`config.mk`:
```
export PLATFORM = sky130hd
export DESIGN_NAME = matmul_seq_ctrl
export DESIGN_NICKNAME = d
export VERILOG_FILES = /design/src/rtl/matmul_seq_ctrl.sv
export SDC_FILE = /design/constraint.sdc
export NUM_CORES = 1
export LEC_CHECK = 0
export ABC_CLOCK_PERIOD_IN_PS = 1800
export BUFFER_PORTS_ARGS = -buffer_cell sky130_fd_sc_hd__clkbuf_2
export CAP_MARGIN = 20
export CELL_PAD_IN_SITES_DETAIL_PLACEMENT = 1
export CELL_PAD_IN_SITES_GLOBAL_PLACEMENT = 2
export CORE_AREA = 2 2 264 266
export DETAILED_ROUTE_END_ITERATION = 10
export DIE_AREA = 0 0 266 268
export PLACE_DENSITY_LB_ADDON = 0.12
export SLEW_MARGIN = 30
export SYNTH_ARGS = -nofsm -noshare
export SYNTH_HDL_FRONTEND = slang
export SYNTH_SLANG_ARGS = --single-unit
```
`constraint.sdc`:
```
create_clock -name clk_i -period 1.8 [get_ports clk_i]
set_input_delay 0.27 -clock clk_i [delete_from_list [all_inputs] [get_ports clk_i]]
set_output_delay 0.27 -clock clk_i [all_outputs]
set_load 0.05 [all_outputs]
```
`src/rtl/matmul_seq_ctrl.sv`:
```
// matmul_seq_ctrl
// Sequencer for the 8-lane column-MAC matrix-vector datapath. A start pulse
// walks the operand memory (one column + one vector element per cycle), feeds
// the registered operands to the datapath with en/valid, waits for the
// datapath result, captures it and offers it on a valid/ready handshake.
//
// Ports
//   clk_i, rstn_i        clock; synchronous active-high reset (1 = reset)
//   start_i              start pulse, honoured only while idle
//   busy_o, err_o        not-idle flag; sticky drain-timeout flag
//   mem_rd_o, mem_addr_o operand read strobe and column index k
//   mem_col_i, mem_x_i   column k / x[k], sampled at the edge that closes
//                        the mem_rd_o cycle for address k
//   mm_en_o, mm_valid_o  datapath enable / operand valid
//   mm_temp_o, mm_din3_o registered column / vector element to the datapath
//   mm_valid_i           datapath result valid (only looked at while draining)
//   mm_matmul_i          packed datapath result, lane j at [ACCW*j +: ACCW]
//   res_valid_o/ready_i  result handshake
//   res_data_o           captured result, stable while res_valid_o=1
//
// Every output is a flop, so reset drives a registered 0 onto all of them.

module matmul_seq_ctrl #(
  parameter int N       = 8,
  parameter int DW      = 8,
  parameter int ACCW    = 32,
  parameter int AW      = 3,
  parameter int TIMEOUT = 64
) (
  input  logic              clk_i,
  input  logic              rstn_i,
  input  logic              start_i,
  output logic              busy_o,
  output logic              err_o,
  output logic              mem_rd_o,
  output logic [AW-1:0]     mem_addr_o,
  input  logic [N*DW-1:0]   mem_col_i,
  input  logic [DW-1:0]     mem_x_i,
  output logic              mm_en_o,
  output logic              mm_valid_o,
  output logic [N*DW-1:0]   mm_temp_o,
  output logic [DW-1:0]     mm_din3_o,
  input  logic              mm_valid_i,
  input  logic [N*ACCW-1:0] mm_matmul_i,
  output logic              res_valid_o,
  input  logic              res_ready_i,
  output logic [N*ACCW-1:0] res_data_o
);

  localparam int CW = $clog2(TIMEOUT + 1);

  typedef enum logic [2:0] {
    S_IDLE,
    S_READ,
    S_FEED,
    S_DRAIN,
    S_OUT
  } state_e;

  state_e            state_q, state_d;
  logic [AW-1:0]     k_q, k_d;
  logic [CW-1:0]     cnt_q, cnt_d;
  logic              busy_q, busy_d;
  logic              err_q, err_d;
  logic              mem_rd_q, mem_rd_d;
  logic              mm_en_q, mm_en_d;
  logic              mm_valid_q, mm_valid_d;
  logic [N*DW-1:0]   mm_temp_q, mm_temp_d;
  logic [DW-1:0]     mm_din3_q, mm_din3_d;
  logic              res_valid_q, res_valid_d;
  logic [N*ACCW-1:0] res_data_q, res_data_d;

  // Next-state and next-output logic. Outputs are computed for the state
  // being entered, so each registered output lines up with its state.
  always_comb begin
    state_d     = state_q;
    k_d         = k_q;
    cnt_d       = cnt_q;
    err_d       = err_q;
    mem_rd_d    = 1'b0;
    mm_en_d     = mm_en_q;
    mm_valid_d  = 1'b0;
    mm_temp_d   = mm_temp_q;
    mm_din3_d   = mm_din3_q;
    res_valid_d = res_valid_q;
    res_data_d  = res_data_q;

    case (state_q)
      S_IDLE: begin
        if (start_i) begin
          state_d  = S_READ;
          err_d    = 1'b0;
          k_d      = '0;
          mem_rd_d = 1'b1;
          mm_en_d  = 1'b1;
        end
      end

      // Each READ cycle closes by capturing the operand for address k, so
      // mm_valid_o trails mem_rd_o by exactly one cycle.
      S_READ: begin
        mm_temp_d  = mem_col_i;
        mm_din3_d  = mem_x_i;
        mm_valid_d = 1'b1;
        if (k_q == AW'(N - 1)) begin
          state_d = S_FEED;
          k_d     = '0;
        end else begin
          k_d      = k_q + 1'b1;
          mem_rd_d = 1'b1;
        end
      end

      // One extra cycle so the last operand gets its valid beat.
      S_FEED: begin
        state_d = S_DRAIN;
        cnt_d   = '0;
      end

      S_DRAIN: begin
        if (mm_valid_i) begin
          res_data_d  = mm_matmul_i;
          res_valid_d = 1'b1;
          mm_en_d     = 1'b0;
          state_d     = S_OUT;
        end else begin
          cnt_d = cnt_q + 1'b1;
          if (cnt_d == CW'(TIMEOUT)) begin
            err_d   = 1'b1;
            mm_en_d = 1'b0;
            state_d = S_IDLE;
          end
        end
      end

      // start_i is deliberately not looked at here, even on the handshake
      // cycle; the next operation can only begin from IDLE.
      S_OUT: begin
        if (res_ready_i) begin
          res_valid_d = 1'b0;
          state_d     = S_IDLE;
        end
      end

      default: begin
        state_d = S_IDLE;
      end
    endcase

    busy_d = (state_d != S_IDLE);
  end

  always_ff @(posedge clk_i) begin
    if (rstn_i) begin
      state_q     <= S_IDLE;
      k_q         <= '0;
      cnt_q       <= '0;
      busy_q      <= 1'b0;
      err_q       <= 1'b0;
      mem_rd_q    <= 1'b0;
      mm_en_q     <= 1'b0;
      mm_valid_q  <= 1'b0;
      mm_temp_q   <= '0;
      mm_din3_q   <= '0;
      res_valid_q <= 1'b0;
      res_data_q  <= '0;
    end else begin
      state_q     <= state_d;
      k_q         <= k_d;
      cnt_q       <= cnt_d;
      busy_q      <= busy_d;
      err_q       <= err_d;
      mem_rd_q    <= mem_rd_d;
      mm_en_q     <= mm_en_d;
      mm_valid_q  <= mm_valid_d;
      mm_temp_q   <= mm_temp_d;
      mm_din3_q   <= mm_din3_d;
      res_valid_q <= res_valid_d;
      res_data_q  <= res_data_d;
    end
  end

  assign busy_o      = busy_q;
  assign err_o       = err_q;
  assign mem_rd_o    = mem_rd_q;
  assign mem_addr_o  = k_q;
  assign mm_en_o     = mm_en_q;
  assign mm_valid_o  = mm_valid_q;
  assign mm_temp_o   = mm_temp_q;
  assign mm_din3_o   = mm_din3_q;
  assign res_valid_o = res_valid_q;
  assign res_data_o  = res_data_q;

endmodule

```
---- Word level (Yosys, flattened, before mapping) ----
Cells that the tools add are included.
storage, ports and cells
  register bits ........................... 347
  input bits .............................. 333
operators by class
  equality and inequality tests ........... 12
  add/sub/neg operators ................... 2
  mux-type cells .......................... 26
  reductions and logical operators ........ 12
operator list
  kind                 number
  $mux 3               7
  $pmux 3 s5           1
  $pmux 7 s2           1
  $mux 1               11
  $ne 2x2->1 const B   5
  $pmux 1 s2           4
  $reduce_bool 2->1    4
  $add 7x1->7 const B  1
  $eq 7x7->1 const B   1
  $mux 7               1
  $eq 3x2->1 const B   2
  $eq 3x3->1 const B   2
  $pmux 3 s2           1
  $reduce_and 2->1     3
  $reduce_and 3->1     2
  $reduce_and 4->1     1
  $add 3x1->3 const B  1
  $eq 3x1->1 const B   1
  $logic_not 3->1      1
  $ne 3x3->1 const B   1
  $reduce_bool 3->1    1

---- Logic depth before layout (Yosys ltp) ----
Gate-level depths: netlist of the first run.
  depth after elaboration ................. 6
  depth in mapped cells ................... 7
  mapped depth without buffers ............ 6

---- Least setup slack after synthesis of the first run ----
Ideal clock, no wire load.
  kind .................................... register to register
  from .................................... reg k_q[0], in the netlist mem_addr_o[0]
  to ...................................... reg state_q[0]
  arrival time ............................ 1509 ps
  period minus slack after synthesis ...... 1579 ps
  path slack .............................. 221 ps
  cell stages (with the launch flop) ...... 7
  library setup time ...................... 70 ps
  data required time ...................... 1730 ps
  cell sequence ........................... dfxtp_1 > ha_1 > ha_1 > nand2b_1 > a21boi_0 > o21ai_0 > a21oi_1
on the way
  longest elaborated chain between the ends .. 3
ends and longest elaborated chain
  what                    RTL line  text
  from (decl)             61        logic [AW-1:0] k_q, k_d;
  from (signal assigned)  169       k_q <= k_d;
  $eq 3x3->1              105       if (k_q == AW'(N - 1)) begin
  $mux 3                  105
  $pmux 3 s5              88        case (state_q)
  to (signal assigned)    168       state_q <= state_d;
  to (decl)               60        state_e state_q, state_d;
Every way passes these cells.
A chain may end at the register's enable or synchronous reset.

---- Worst setup path after layout of the first run ----
  from .................................... reg cnt_q[4]
  to ...................................... reg state_q[0]
on the way
  longest elaborated chain between the ends .. 5
ends and longest elaborated chain
  what                    RTL line  text
  from (decl)             62        logic [CW-1:0] cnt_q, cnt_d;
  from (signal assigned)  170       cnt_q <= cnt_d;
  $add 7x1->7             127       cnt_d = cnt_q + 1'b1;
  $eq 7x7->1              128       if (cnt_d == CW'(TIMEOUT)) begin
  $mux 3                  128
  $mux 3                  121       if (mm_valid_i) begin
  $pmux 3 s5              88
Every way passes these cells.

==> results of run 1 <==
through the flow:
step                      utilization [%]  instances  hold slack [ns]  cell area [µm²]  worst slack [ns]
after floorplan                         -       1538           0.4060            12340            0.2211
after global placement              24.49       3018           0.4422            16710            0.1564
after detailed placement            24.49       3018           0.4463            16710            0.1598
after CTS                           31.52       3425          0.01529            21510            0.1283
after global routing                31.53       3426          0.01543            21510           0.01665
final                               31.53       3426          0.02757            21510            0.1721
layout by cell type, fill, tap and decap left out, drive strengths merged, types with 2 or more instances in the layout:
cell type and n:
dfxtp 347, nand2 662, clkbuf 742, and2 2, nand3 3, nand2b 5, clkinv 5, a22oi 3
a21boi 2, nor2b 2, nor2 19, ha 3, bufinv 3, buf 44, nor3b 2, nor3 2
dlygate4sd3 325, a21oi 339, o21ai 10
logic make-up after synthesis:
group	Yosys count
flops	347
buf+inv	114
xor+xnor	1
compound gates	365
simple gates	708
fa+ha+maj	3
worst max path at each step:
| stage | startpoint | to | slack [ns] | cells after the start |
|---|---|---|---|---|
| 2_1_floorplan | mem_addr_o[0]$_SDFFE_PP0P_ | state_q[0]$_SDFF_PP0_ | 0.22 | 6 |
| 3_5_place_dp | mem_addr_o[0]$_SDFFE_PP0P_ | state_q[0]$_SDFF_PP0_ | 0.16 | 6 |
| 6_report | cnt_q[4]$_SDFFE_PP0P_ | state_q[0]$_SDFF_PP0_ | 0.17 | 4 |
| 3_3_place_gp | mem_addr_o[0]$_SDFFE_PP0P_ | state_q[0]$_SDFF_PP0_ | 0.16 | 6 |
| 5_1_grt | cnt_q[4]$_SDFFE_PP0P_ | busy_o$_SDFF_PP0_ | 0.02 | 4 |
| 4_1_cts | mem_addr_o[0]$_SDFFE_PP0P_ | state_q[0]$_SDFF_PP0_ | 0.13 | 6 |
synthesized netlist by cell type, types with 2 or more instances:
library cell               count
sky130_fd_sc_hd__a21oi_1     339
sky130_fd_sc_hd__a22oi_1       3
sky130_fd_sc_hd__buf_2        31
sky130_fd_sc_hd__buf_4        25
sky130_fd_sc_hd__buf_6        17
sky130_fd_sc_hd__clkbuf_1     41
sky130_fd_sc_hd__dfxtp_1     347
sky130_fd_sc_hd__ha_1          3
sky130_fd_sc_hd__nand2_1     662
sky130_fd_sc_hd__nand2b_1      5
sky130_fd_sc_hd__nand3_1       3
sky130_fd_sc_hd__nor2_1       18
sky130_fd_sc_hd__nor2b_1       2
sky130_fd_sc_hd__o21ai_0       9
registers in the layout, summed over array words and instances, names as in the netlist:
name	flops
cnt_q	7
mm_din3_o	8
res_valid_o	1
res_data_o	256
mem_rd_o	1
mm_temp_o	64
mem_addr_o	3
mm_en_o	1
err_o	1
mm_valid_o	1
busy_o	1
state_q	3
worst max-delay path: cells and delay by family, from the launching register on:
family | cells | cell delay, ns
compound gates | 2 | 0.25
flops | 1 | 0.45
simple gates | 2 | 0.77
where the power goes:
part | leakage (nW) | switching (mW) | internal (mW)
combinational | 5.58 | 1.06 | 0.936
sequential | 2.80 | 0.0582 | 7.79
clock | 0.761 | 3.58 | 5.82
total | 9.15 | 4.70 | 14.6
layer usage:
layer / part of all wire [%] / vias up / global-route usage [%]
met5: 0.027 / - / 0
met4: 3.3 / 2 / 5.557
met3: 6.9 / 95 / 4.985
met2: 50 / 390 / 28.87
met1: 40 / 6535 / 18.12
li1: - / 6931 / -
layout make-up:
type | count | area, µm² | area share, %
Sequential cell | 347 | 6947 | 32.30
Antenna cell | 1 | 2.502 | 0.01163
Clock inverter | 8 | 115.1 | 0.5352
Clock buffer | 74 | 1430 | 6.649
Tap cell | 882 | 1104 | 5.131
Timing Repair Buffer | 1037 | 7184 | 33.40
Multi-Input combinational cell | 1077 | 4727 | 21.98
timing repair:
item                                   in CTS  in global routing
setup endpoints to repair                   0                  1
endpoints found under the hold margin     325                  0
hold buffers                              325                  0
gates resized for setup                     0                  1
==> tab_implementation.tex, run 1 <==
\begin{tabular}{lr}
\hline
Metric & Value \\
\hline
\multicolumn{2}{l}{\textbf{Outcome}} \\
\quad Status & complete, no violations \\
\multicolumn{2}{l}{\textbf{GRT}} \\
\quad Global-route wire length before repair & 89.24 mm \\
\quad Antenna violations before repair & 2 \\
\quad Largest net degree at the start of global routing & 75 \\
\quad Via count of the first global-routing pass & 14,880 \\
\quad Total overflow reported by the global router & 0 \\
\quad Total Routing Usage GR & 16.14\% \\
\multicolumn{2}{l}{\textbf{Synth}} \\
\quad Number of enable flip-flop cells after synthesis & 0 \\
\quad Xor and xnor fraction of the mapped netlist area & 0.07097\% \\
\quad Mapped Nets & 1,874 \\
\quad Share of synthesized cell area in full adder, half adder and majority cells & 0.3041\% \\
\quad Largest area contributor in the synthesized netlist & sky130\_fd\_sc\_hd\_\_dfxtp\_1 \\
\quad Seq cells post-synth & 347 \\
\quad Multiplexer fraction of the synthesized cell area & 0\% \\
\quad Number of distinct standard cells referenced by the synthesized netlist & 47 \\
\quad Proportion of synthesized flip-flops having asynchronous set or reset & 0\% \\
\quad Warnings, synthesis & 0 \\
\quad Netlist Area Pre-Place & 12,340 µm² \\
\quad Number of cells produced by synthesis & 1,538 \\
\quad Main combinational cell family by area after synthesis & simple AND/OR/NAND/NOR gates \\
\quad Per-instance average area after synthesis & 8.025 µm² \\
\quad Area share of and/or/nand/nor cells after synthesis & 22.54\% \\
\quad Synth top area share & 56.29\% \\
\quad Fraction of the mapped netlist area in compound gates & 15.23\% \\
\quad Cells taking the most area after synthesis & sky130\_fd\_sc\_hd\_\_dfxtp\_1, sky130\_fd\_sc\_hd\_\_nand2\_1, sky130\_fd\_sc\_hd\_\_a21oi\_1 \\
\quad Main synth FF type & sky130\_fd\_sc\_hd\_\_dfxtp\_1 \\
\quad Sequential-to-total area share from yosys stat & 56.29\% \\
\multicolumn{2}{l}{\textbf{Placed design}} \\
\quad Final HPWL from detailed placement & 43.92 mm \\
\quad Port Buffer Count & 669 \\
\quad Placer congestion estimate & 0.7724 \\
\multicolumn{2}{l}{\textbf{Clocking}} \\
\quad Sinks on the clock net & 347 \\
\quad Number of buffers added by the clock tree synthesis step & 46 \\
\quad Setup Fix Bufs, Post-CTS & 0 \\
\quad CTS tree & built \\
\quad Clock latency on the worst-skew pair & 0.57 ns \\
\quad Clock slew seen by the registers of the worst setup and hold paths & 0.06 ns \\
\quad Maximum count of clock buffers along a single path & 3 \\
\quad Maximum level of the CTS H-tree & 2 \\
\quad Root Driver & sky130\_fd\_sc\_hd\_\_clkbuf\_16 \\
\multicolumn{2}{l}{\textbf{Route}} \\
\quad Number of design-rule violations left by the first detailed-router iteration & 390 \\
\quad First-pass detailed-route iteration total & 4 \\
\quad Routed WL per cell & 17.53 µm \\
\quad DRC violation count after routing & 0 \\
\quad Via-to-Cell Ratio & 4.073 \\
\quad Total via count in the routed design & 13,950 \\
\quad Aggregate routed wire length & 60.07 mm \\
\quad Antenna-violating nets left & 0 \\
\multicolumn{2}{l}{\textbf{STA}} \\
\quad Maximum operating frequency & 614.3 MHz \\
\quad Skew final & 0.01285 ns \\
\quad Final Setup Violations & 0 \\
\quad Max\_slew headroom & 66.12\% \\
\quad Worst-Margin Slew & 0.5044 ns \\
\quad Fin crit share & 90.44\% \\
\quad Unrepaired setup endpoints after global routing & false \\
\quad Post-route minimum period & 1.628 ns \\
\quad Number of hold-slack violations in the final timing report & 0 \\
\quad Final Slew Violations & 0 \\
\quad Final TNS setup & 0 ns \\
\multicolumn{2}{l}{\textbf{Setup path}} \\
\quad Terminus of the critical flop-to-flop path & state\_q[0]\$\_SDFF\_PP0\_ \\
\quad Largest stage delay on the critical path & 0.53 ns \\
\quad CP Launch Type & register \\
\quad R2R Path Start & cnt\_q[4]\$\_SDFFE\_PP0P\_ \\
\quad Cell type of the slowest stage on the worst timing path & sky130\_fd\_sc\_hd\_\_nor4\_4 \\
\quad Worst path cell trace & and4\_1 > o211ai\_2 > nor4\_4 > a21oi\_1 \\
\quad Critical setup path kind & reg -> reg \\
\quad Top fanout value on the critical path & 8 \\
\quad Arrival time reported for the critical path endpoint & 2.05 ns \\
\quad Count of cells along the worst register-to-register path & 4 \\
\quad CP Capture Type & register \\
\quad R2r setup slk & 0.17 ns \\
\quad Critical path data required time & 2.22 ns \\
\multicolumn{2}{l}{\textbf{Die}} \\
\quad Num ports & 670 \\
\quad Initial Utilization & 18.09\% \\
\quad Die boundary height & 268 µm \\
\quad Placeable core region & 68,230 µm² \\
\quad Die Span X & 266 µm \\
\quad Site Rows & 96 \\
\quad Full die area & 71,290 µm² \\
\multicolumn{2}{l}{\textbf{Run}} \\
\quad \# Max-Cap Violations & 0 \\
\multicolumn{2}{l}{\textbf{Hold path}} \\
\quad Beginning of the worst hold path & mm\_matmul\_i[178] \\
\quad Hold EP & res\_data\_o[178]\$\_SDFFE\_PP0P\_ \\
\quad Cell depth of the worst min-delay path & 3 \\
\quad Classification of the worst-slack hold path & in -> reg \\
\multicolumn{2}{l}{\textbf{Pwr}} \\
\quad Total power consumption of the routed design & 19.25 mW \\
\quad Worst vdd rail ir drop & 699.3 µV \\
\quad Leakage power summed over all cells & 9.148 nW \\
\quad Total power density per cell area & 895.1 nW/µm² \\
\multicolumn{2}{l}{\textbf{Finish}} \\
\quad Filler cells & 8,244 \\
\quad Layout overhead on the synthesized area & 74.28\% \\
\quad Share of post-route cells with drive strength above 1 & 30.99\% \\
\quad Final layout net count & 2,845 \\
\hline
\end{tabular}
Note: power is estimated with default switching activity, not from simulation.
==> run 2: changes to the inputs <==
==> config.mk (replaced) <==
export PLATFORM = sky130hd
export DESIGN_NAME = matmul_seq_ctrl
export DESIGN_NICKNAME = d
export VERILOG_FILES = /design/src/rtl/matmul_seq_ctrl.sv
export SDC_FILE = /design/constraint.sdc
export NUM_CORES = 1
export LEC_CHECK = 0
export ABC_CLOCK_PERIOD_IN_PS = 1800
export CAP_MARGIN = 20
export CORE_AREA = 2 2 263 265
export DETAILED_ROUTE_END_ITERATION = 10
export DIE_AREA = 0 0 265 267
export DONT_BUFFER_PORTS = 1
export PLACE_DENSITY_LB_ADDON = 0.12
export SLEW_MARGIN = 30
export SYNTH_ARGS = -nofsm -noshare
export SYNTH_HDL_FRONTEND = slang
export SYNTH_SLANG_ARGS = --single-unit
==> tab_implementation.tex, run 2 (synthesis results as in run 1) <==
\begin{tabular}{lr}
\hline
Metric & Value \\
\hline
\multicolumn{2}{l}{\textbf{Pwr}} \\
\quad Worst vdd rail ir drop & 620.7 µV \\
\quad Switching part of the total & 23.42\% \\
\quad Clock share of power & 49.9\% \\
\quad Leakage power summed over all cells & 6.014 nW \\
\quad Proportion of power drawn by combinational gates & 4.7\% \\
\quad Internal Power & 13.91 mW \\
\quad Sequential power share & 45.4\% \\
\quad Total power density per cell area & 1030 nW/µm² \\
\quad Total power consumption of the routed design & 18.17 mW \\
\quad Net switching component of the power & 4.255 mW \\
\multicolumn{2}{l}{\textbf{Run}} \\
\quad \# Max-Cap Violations & 0 \\
\multicolumn{2}{l}{\textbf{Placed design}} \\
\quad Placed cell count & 2,353 \\
\quad Port Buffer Count & 0 \\
\quad Setup WS pre-CTS & 0.1882 ns \\
\quad Final HPWL from detailed placement & 31.92 mm \\
\quad Placer congestion estimate & 0.7479 \\
\quad Placed Area & 13,340 µm² \\
\multicolumn{2}{l}{\textbf{Finish}} \\
\quad Final standard cell utilization of the core & 25.96\% \\
\quad Filler cells & 7,364 \\
\quad Layout overhead on the synthesized area & 42.97\% \\
\quad Post-route cell area & 17,650 µm² \\
\quad Multi-input logic area & 4751 µm² \\
\quad Commonest cells after routing, fill and taps aside & sky130\_fd\_sc\_hd\_\_nand2\_1, sky130\_fd\_sc\_hd\_\_dfxtp\_1, sky130\_fd\_sc\_hd\_\_a21oi\_1 \\
\quad Count of placed standard cells in the final layout, fillers left out & 2,708 \\
\quad Share of post-route cells with drive strength above 1 & 7.288\% \\
\quad Final layout net count & 2,129 \\
\quad Commonest non-fill, non-tap cell in the layout & sky130\_fd\_sc\_hd\_\_nand2\_1 \\
\quad Sequential Area & 6949 µm² \\
\quad Number of flip-flops in the largest register & 256 \\
\multicolumn{2}{l}{\textbf{STA}} \\
\quad Post-route minimum period & 1.708 ns \\
\quad WHS & -0.2067 ns \\
\quad Final Slew Violations & 0 \\
\quad Worst-Margin Slew & 0.6996 ns \\
\quad Maximum operating frequency & 585.6 MHz \\
\quad Number of hold-slack violations in the final timing report & 91 \\
\quad Final TNS setup & 0 ns \\
\quad Fin crit share & 94.87\% \\
\quad Skew final & 0.02508 ns \\
\quad Max\_slew headroom & 53.30\% \\
\quad Worst Setup Slack, final & 0.09237 ns \\
\quad Final Setup Violations & 0 \\
\multicolumn{2}{l}{\textbf{GRT}} \\
\quad Antenna violations before repair & 1 \\
\quad Total overflow reported by the global router & 0 \\
\quad Global-route wire length before repair & 67.42 mm \\
\quad Total Routing Usage GR & 12.19\% \\
\quad Largest net degree at the start of global routing & 345 \\
\quad Via count of the first global-routing pass & 11,110 \\
\multicolumn{2}{l}{\textbf{Setup path}} \\
\quad CP Capture Type & register \\
\quad Buffers plus inverters on the worst setup path & 2 \\
\quad Arrival time reported for the critical path endpoint & 2.14 ns \\
\quad CP Launch Type & register \\
\quad Critical setup path kind & reg -> reg \\
\quad Top fanout value on the critical path & 5 \\
\quad Largest stage delay on the critical path & 0.57 ns \\
\quad Critical path data required time & 2.24 ns \\
\quad Worst path cell trace & buf\_4 > nor2b\_2 > nand2\_2 > a22oi\_2 > nor2\_1 > dlygate4sd3\_1 \\
\quad Cell type of the slowest stage on the worst timing path & sky130\_fd\_sc\_hd\_\_dlygate4sd3\_1 \\
\quad Top Family by Delay on Critical Path & buffers and inverters \\
\multicolumn{2}{l}{\textbf{Clocking}} \\
\quad CTS tree & built \\
\quad Maximum level of the CTS H-tree & 2 \\
\quad Root Driver & sky130\_fd\_sc\_hd\_\_clkbuf\_16 \\
\quad Number of buffers added by the clock tree synthesis step & 43 \\
\quad Clock slew seen by the registers of the worst setup and hold paths & 0.05 ns \\
\quad Sinks on the clock net & 347 \\
\quad Maximum count of clock buffers along a single path & 3 \\
\quad Clock latency on the worst-skew pair & 0.56 ns \\
\multicolumn{2}{l}{\textbf{Route}} \\
\quad Routed WL per cell & 17.10 µm \\
\quad First-pass detailed-route iteration total & 6 \\
\quad Via-to-Cell Ratio & 4.121 \\
\quad Total via count in the routed design & 11,160 \\
\quad Number of design-rule violations left by the first detailed-router iteration & 554 \\
\quad Antenna-violating nets left & 0 \\
\quad DRC violation count after routing & 0 \\
\quad Aggregate routed wire length & 46.31 mm \\
\multicolumn{2}{l}{\textbf{Die}} \\
\quad Initial Utilization & 18.15\% \\
\quad Placeable core region & 67,990 µm² \\
\quad Die Span X & 265 µm \\
\quad Site Rows & 96 \\
\quad Die boundary height & 267 µm \\
\quad Full die area & 70,760 µm² \\
\quad Num ports & 670 \\
\multicolumn{2}{l}{\textbf{Hold path}} \\
\quad Classification of the worst-slack hold path & in -> reg \\
\multicolumn{2}{l}{\textbf{Outcome}} \\
\quad Violated checks & hold timing \\
\quad Status & finished with violations \\
\hline
\end{tabular}
==> run 2: cell count changes in the layout (fill, tap and decap cells not counted), sizes merged <==
| cell | before | now |
|---|---|---|
| buf | 44 | 47 |
| bufinv | 3 | 4 |
| dlygate4sd3 | 325 | 277 |
| inv | 0 | 2 |
| clkbuf | 742 | 64 |
| clkinv | 5 | 7 |
==> run 2: area by class of cell <==
class                      count  share of cell area (%)
multi-input combinational   1077                   26.92
clock inverter                13                   1.085
clock buffer                  64                   7.403
tap                          882                   6.254
antenna                        1                 0.01418
timing repair buffer         324                   18.94
sequential                   347                   39.38
==> run 2: metal layers <==
metal	GRT usage, %	part of all wire (%)	routed length (µm)	vias up
met2	22.53	52	23920	423
met1	12.74	37	17150	5158
met3	4.364	8.6	3994	77
met4	4.107	2.7	1244	0
li1	-	-	-	5501
met5	0	0	0	-
==> run 2: worst register-to-register path, cell delays in order, from the launching register on <==
cell,delay [ns]
sky130_fd_sc_hd__dfxtp_1,0.35
sky130_fd_sc_hd__buf_4,0.15
sky130_fd_sc_hd__nor2b_2,0.18
sky130_fd_sc_hd__nand2_2,0.11
sky130_fd_sc_hd__a22oi_2,0.19
sky130_fd_sc_hd__nor2_1,0.05
sky130_fd_sc_hd__dlygate4sd3_1,0.57
==> run 2: timing repair <==
action,CTS,global route
buffers inserted,0,0
hold buffers,248,29
endpoints found under the setup margin,0,5
resized for setup,0,9
hold endpoints to repair,347,325
==> run 2: power groups by stage <==
stage	Clock [mW]	Sequential, mW	Combinational [mW]
after CTS	9.43	8.25	0.807
after floorplan	0	8.39	0.369
after detailed placement	0	8.42	0.335
after global placement	0	8.42	0.328
final	9.07	8.25	0.852
after global routing	9.72	8.25	0.926
==> run 2: final timing paths <==
path | start | endpoint | slack, ns | cells after the start
setup / recovery | state_q[1]$_SDFF_PP0_ | cnt_q[1]$_SDFFE_PP0P_ | 0.09 | 6
hold / removal | rstn_i | res_data_o[36]$_SDFFE_PP0P_ | -0.21 | 1
setup reg to reg | state_q[1]$_SDFF_PP0_ | cnt_q[1]$_SDFFE_PP0P_ | 0.09 | 6
hold reg to reg | res_data_o[187]$_SDFFE_PP0P_ | res_data_o[187]$_SDFFE_PP0P_ | 0.47 | 2
==> run 3: changes to the inputs <==
--- a/config.mk
+++ b/config.mk
@@ -7,9 +7,9 @@
 export LEC_CHECK = 0
 export ABC_CLOCK_PERIOD_IN_PS = 1800
 export CAP_MARGIN = 20
-export CORE_AREA = 2 2 263 265
+export CORE_AREA = 2 2 258 260
 export DETAILED_ROUTE_END_ITERATION = 10
-export DIE_AREA = 0 0 265 267
+export DIE_AREA = 0 0 260 262
 export DONT_BUFFER_PORTS = 1
 export PLACE_DENSITY_LB_ADDON = 0.12
 export SLEW_MARGIN = 30
==> tab_implementation.tex, run 3 (synthesis results as in run 1) <==
\begin{tabular}{lr}
\hline
Metric & Value \\
\hline
\multicolumn{2}{l}{\textbf{Finish}} \\
\quad Final standard cell utilization of the core & 26.76\% \\
\quad Layout overhead on the synthesized area & 41.55\% \\
\quad Commonest non-fill, non-tap cell in the layout & sky130\_fd\_sc\_hd\_\_nand2\_1 \\
\quad Final layout net count & 2,119 \\
\quad Number of flip-flops in the largest register & 256 \\
\quad Share of post-route cells with drive strength above 1 & 6.773\% \\
\quad Count of placed standard cells in the final layout, fillers left out & 2,681 \\
\quad Filler cells & 7,093 \\
\quad Commonest cells after routing, fill and taps aside & sky130\_fd\_sc\_hd\_\_nand2\_1, sky130\_fd\_sc\_hd\_\_dfxtp\_1, sky130\_fd\_sc\_hd\_\_a21oi\_1 \\
\multicolumn{2}{l}{\textbf{Clocking}} \\
\quad Number of buffers added by the clock tree synthesis step & 43 \\
\quad Sinks on the clock net & 347 \\
\quad Clock latency on the worst-skew pair & 0.55 ns \\
\quad Root Driver & sky130\_fd\_sc\_hd\_\_clkbuf\_16 \\
\quad Clock slew seen by the registers of the worst setup and hold paths & 0.06 ns \\
\quad CTS tree & built \\
\quad Maximum level of the CTS H-tree & 2 \\
\quad Maximum count of clock buffers along a single path & 3 \\
\multicolumn{2}{l}{\textbf{Placed design}} \\
\quad Setup WS pre-CTS & 0.2150 ns \\
\quad Placed cell count & 2,332 \\
\quad Placer congestion estimate & 0.7414 \\
\quad Port Buffer Count & 0 \\
\quad Final HPWL from detailed placement & 31.81 mm \\
\multicolumn{2}{l}{\textbf{Setup path}} \\
\quad Critical setup path kind & reg -> reg \\
\quad Startpoint of the most critical setup path & state\_q[1]\$\_SDFF\_PP0\_ \\
\quad R2r setup slk & 0.09 ns \\
\quad Top fanout value on the critical path & 32 \\
\quad Count of cells along the worst register-to-register path & 6 \\
\quad CP Capture Type & register \\
\quad Terminus of the critical flop-to-flop path & res\_data\_o[103]\$\_SDFFE\_PP0P\_ \\
\quad Arrival time reported for the critical path endpoint & 2.12 ns \\
\quad Critical path data required time & 2.21 ns \\
\quad Endpoint of the most critical setup path & res\_data\_o[103]\$\_SDFFE\_PP0P\_ \\
\quad CP Launch Type & register \\
\quad R2R Path Start & state\_q[1]\$\_SDFF\_PP0\_ \\
\multicolumn{2}{l}{\textbf{Route}} \\
\quad Antenna-violating nets left & 0 \\
\quad Number of design-rule violations left by the first detailed-router iteration & 499 \\
\quad Routed WL per cell & 17.16 µm \\
\quad DRC violation count after routing & 0 \\
\quad Aggregate routed wire length & 46.01 mm \\
\quad Via-to-Cell Ratio & 4.129 \\
\quad Total via count in the routed design & 11,070 \\
\quad First-pass detailed-route iteration total & 5 \\
\multicolumn{2}{l}{\textbf{STA}} \\
\quad Post-route minimum period & 1.711 ns \\
\quad Worst Setup Slack, final & 0.08886 ns \\
\quad Fin crit share & 95.06\% \\
\quad Number of hold-slack violations in the final timing report & 116 \\
\quad WHS & -0.2348 ns \\
\quad Max\_slew headroom & 53.21\% \\
\quad Final Setup Violations & 0 \\
\quad Final Slew Violations & 0 \\
\quad Final TNS setup & 0 ns \\
\quad Skew final & 0.01839 ns \\
\quad Worst-Margin Slew & 0.7018 ns \\
\quad Maximum operating frequency & 584.4 MHz \\
\quad Unrepaired setup endpoints after global routing & false \\
\multicolumn{2}{l}{\textbf{Hold path}} \\
\quad Cell depth of the worst min-delay path & 1 \\
\quad Classification of the worst-slack hold path & in -> reg \\
\multicolumn{2}{l}{\textbf{Pwr}} \\
\quad Total power density per cell area & 1032 nW/µm² \\
\quad Worst vdd rail ir drop & 571.9 µV \\
\quad Leakage power summed over all cells & 5.926 nW \\
\multicolumn{2}{l}{\textbf{GRT}} \\
\quad Global-route wire length before repair & 65.16 mm \\
\quad Antenna violations before repair & 1 \\
\quad Total Routing Usage GR & 12.29\% \\
\quad Via count of the first global-routing pass & 10,820 \\
\quad Total overflow reported by the global router & 0 \\
\quad Largest net degree at the start of global routing & 345 \\
\multicolumn{2}{l}{\textbf{Die}} \\
\quad Die boundary height & 262 µm \\
\quad Num ports & 670 \\
\quad Site Rows & 94 \\
\quad Die Span X & 260 µm \\
\quad Full die area & 68,120 µm² \\
\quad Placeable core region & 65,280 µm² \\
\quad Initial Utilization & 18.91\% \\
\multicolumn{2}{l}{\textbf{Outcome}} \\
\quad Status & finished with violations \\
\quad Violated checks & hold timing \\
\multicolumn{2}{l}{\textbf{Run}} \\
\quad \# Max-Cap Violations & 0 \\
\hline
\end{tabular}
run 3: cell types whose count changed in the layout (fill, tap and decap cells not counted), moves of 2 or more:
cell	previous run	this run
sky130_fd_sc_hd__clkbuf_1	7	11
sky130_fd_sc_hd__clkbuf_8	13	9
sky130_fd_sc_hd__dlygate4sd3_1	277	270
sky130_fd_sc_hd__clkinv_2	4	6
sky130_fd_sc_hd__inv_6	2	0
run 3: what timing repair did:
action | 4_1_cts | 5_1_grt
setup endpoints to repair | 0 | 1
hold buffers | 207 | 63
endpoints found under the hold margin | 346 | 261
resized for setup | 0 | 4
buffers inserted | 0 | 0
run 3: power breakdown:
| part | internal, mW | switching [mW] |
|---|---|---|
| logic | 0.513 | 0.320 |
| registers | 7.79 | 0.453 |
| clock network | 5.51 | 3.44 |
| total | 13.8 | 4.21 |
run 3: cell type report:
class,instances,area [µm²],share of cell area (%)
clock inverters,13,175.2,1.003
well taps,864,1081,6.188
clock buffers,65,1291,7.391
repair buffers,314,3233,18.51
flip-flops and latches,347,6949,39.78
diodes,1,2.502,0.01432
multi-input cells,1077,4737,27.12
run 3: worst min-delay path by stage:
stage                     from  slack [ns]                           to
CTS                     rstn_i       -0.26    mm_temp_o[9]$_SDFFE_PP0P_
floorplan           mem_x_i[0]        0.41    mm_din3_o[0]$_SDFFE_PP0P_
global placement        rstn_i        0.37  res_data_o[28]$_SDFFE_PP0P_
finish                  rstn_i       -0.23    mm_temp_o[3]$_SDFFE_PP0P_
detailed placement      rstn_i        0.37   res_data_o[6]$_SDFFE_PP0P_
global route            rstn_i       -0.26  res_data_o[27]$_SDFFE_PP0P_
run 3: worst max-delay path: stages, from the launching register on:
cell	delay, ns
sky130_fd_sc_hd__dfxtp_1	0.46
sky130_fd_sc_hd__buf_4	0.23
sky130_fd_sc_hd__nand4b_4	0.23
sky130_fd_sc_hd__buf_12	0.25
sky130_fd_sc_hd__buf_12	0.19
sky130_fd_sc_hd__nand2_1	0.07
sky130_fd_sc_hd__a21oi_1	0.08
run 3: per-stage QoR:
step	hold slack [ns]	power (mW)	cell area, µm²
after floorplan	0.4060	8.760	12340
after global placement	0.3723	8.750	13290
after detailed placement	0.3687	8.755	13290
after CTS	-0.2580	18.31	16820
after global routing	-0.2632	18.79	17470
final	-0.2348	18.03	17470
run 3: metal layers:
layer	part of all wire [%]	routed length (µm)	global-route usage, %	vias to the layer above
li1	-	-	-	5466
met1	37	16800	12.97	5101
met2	51	23400	22.02	423
met3	9.6	4401	4.755	79
met4	3.1	1409	4.709	0
met5	0	0	0	-
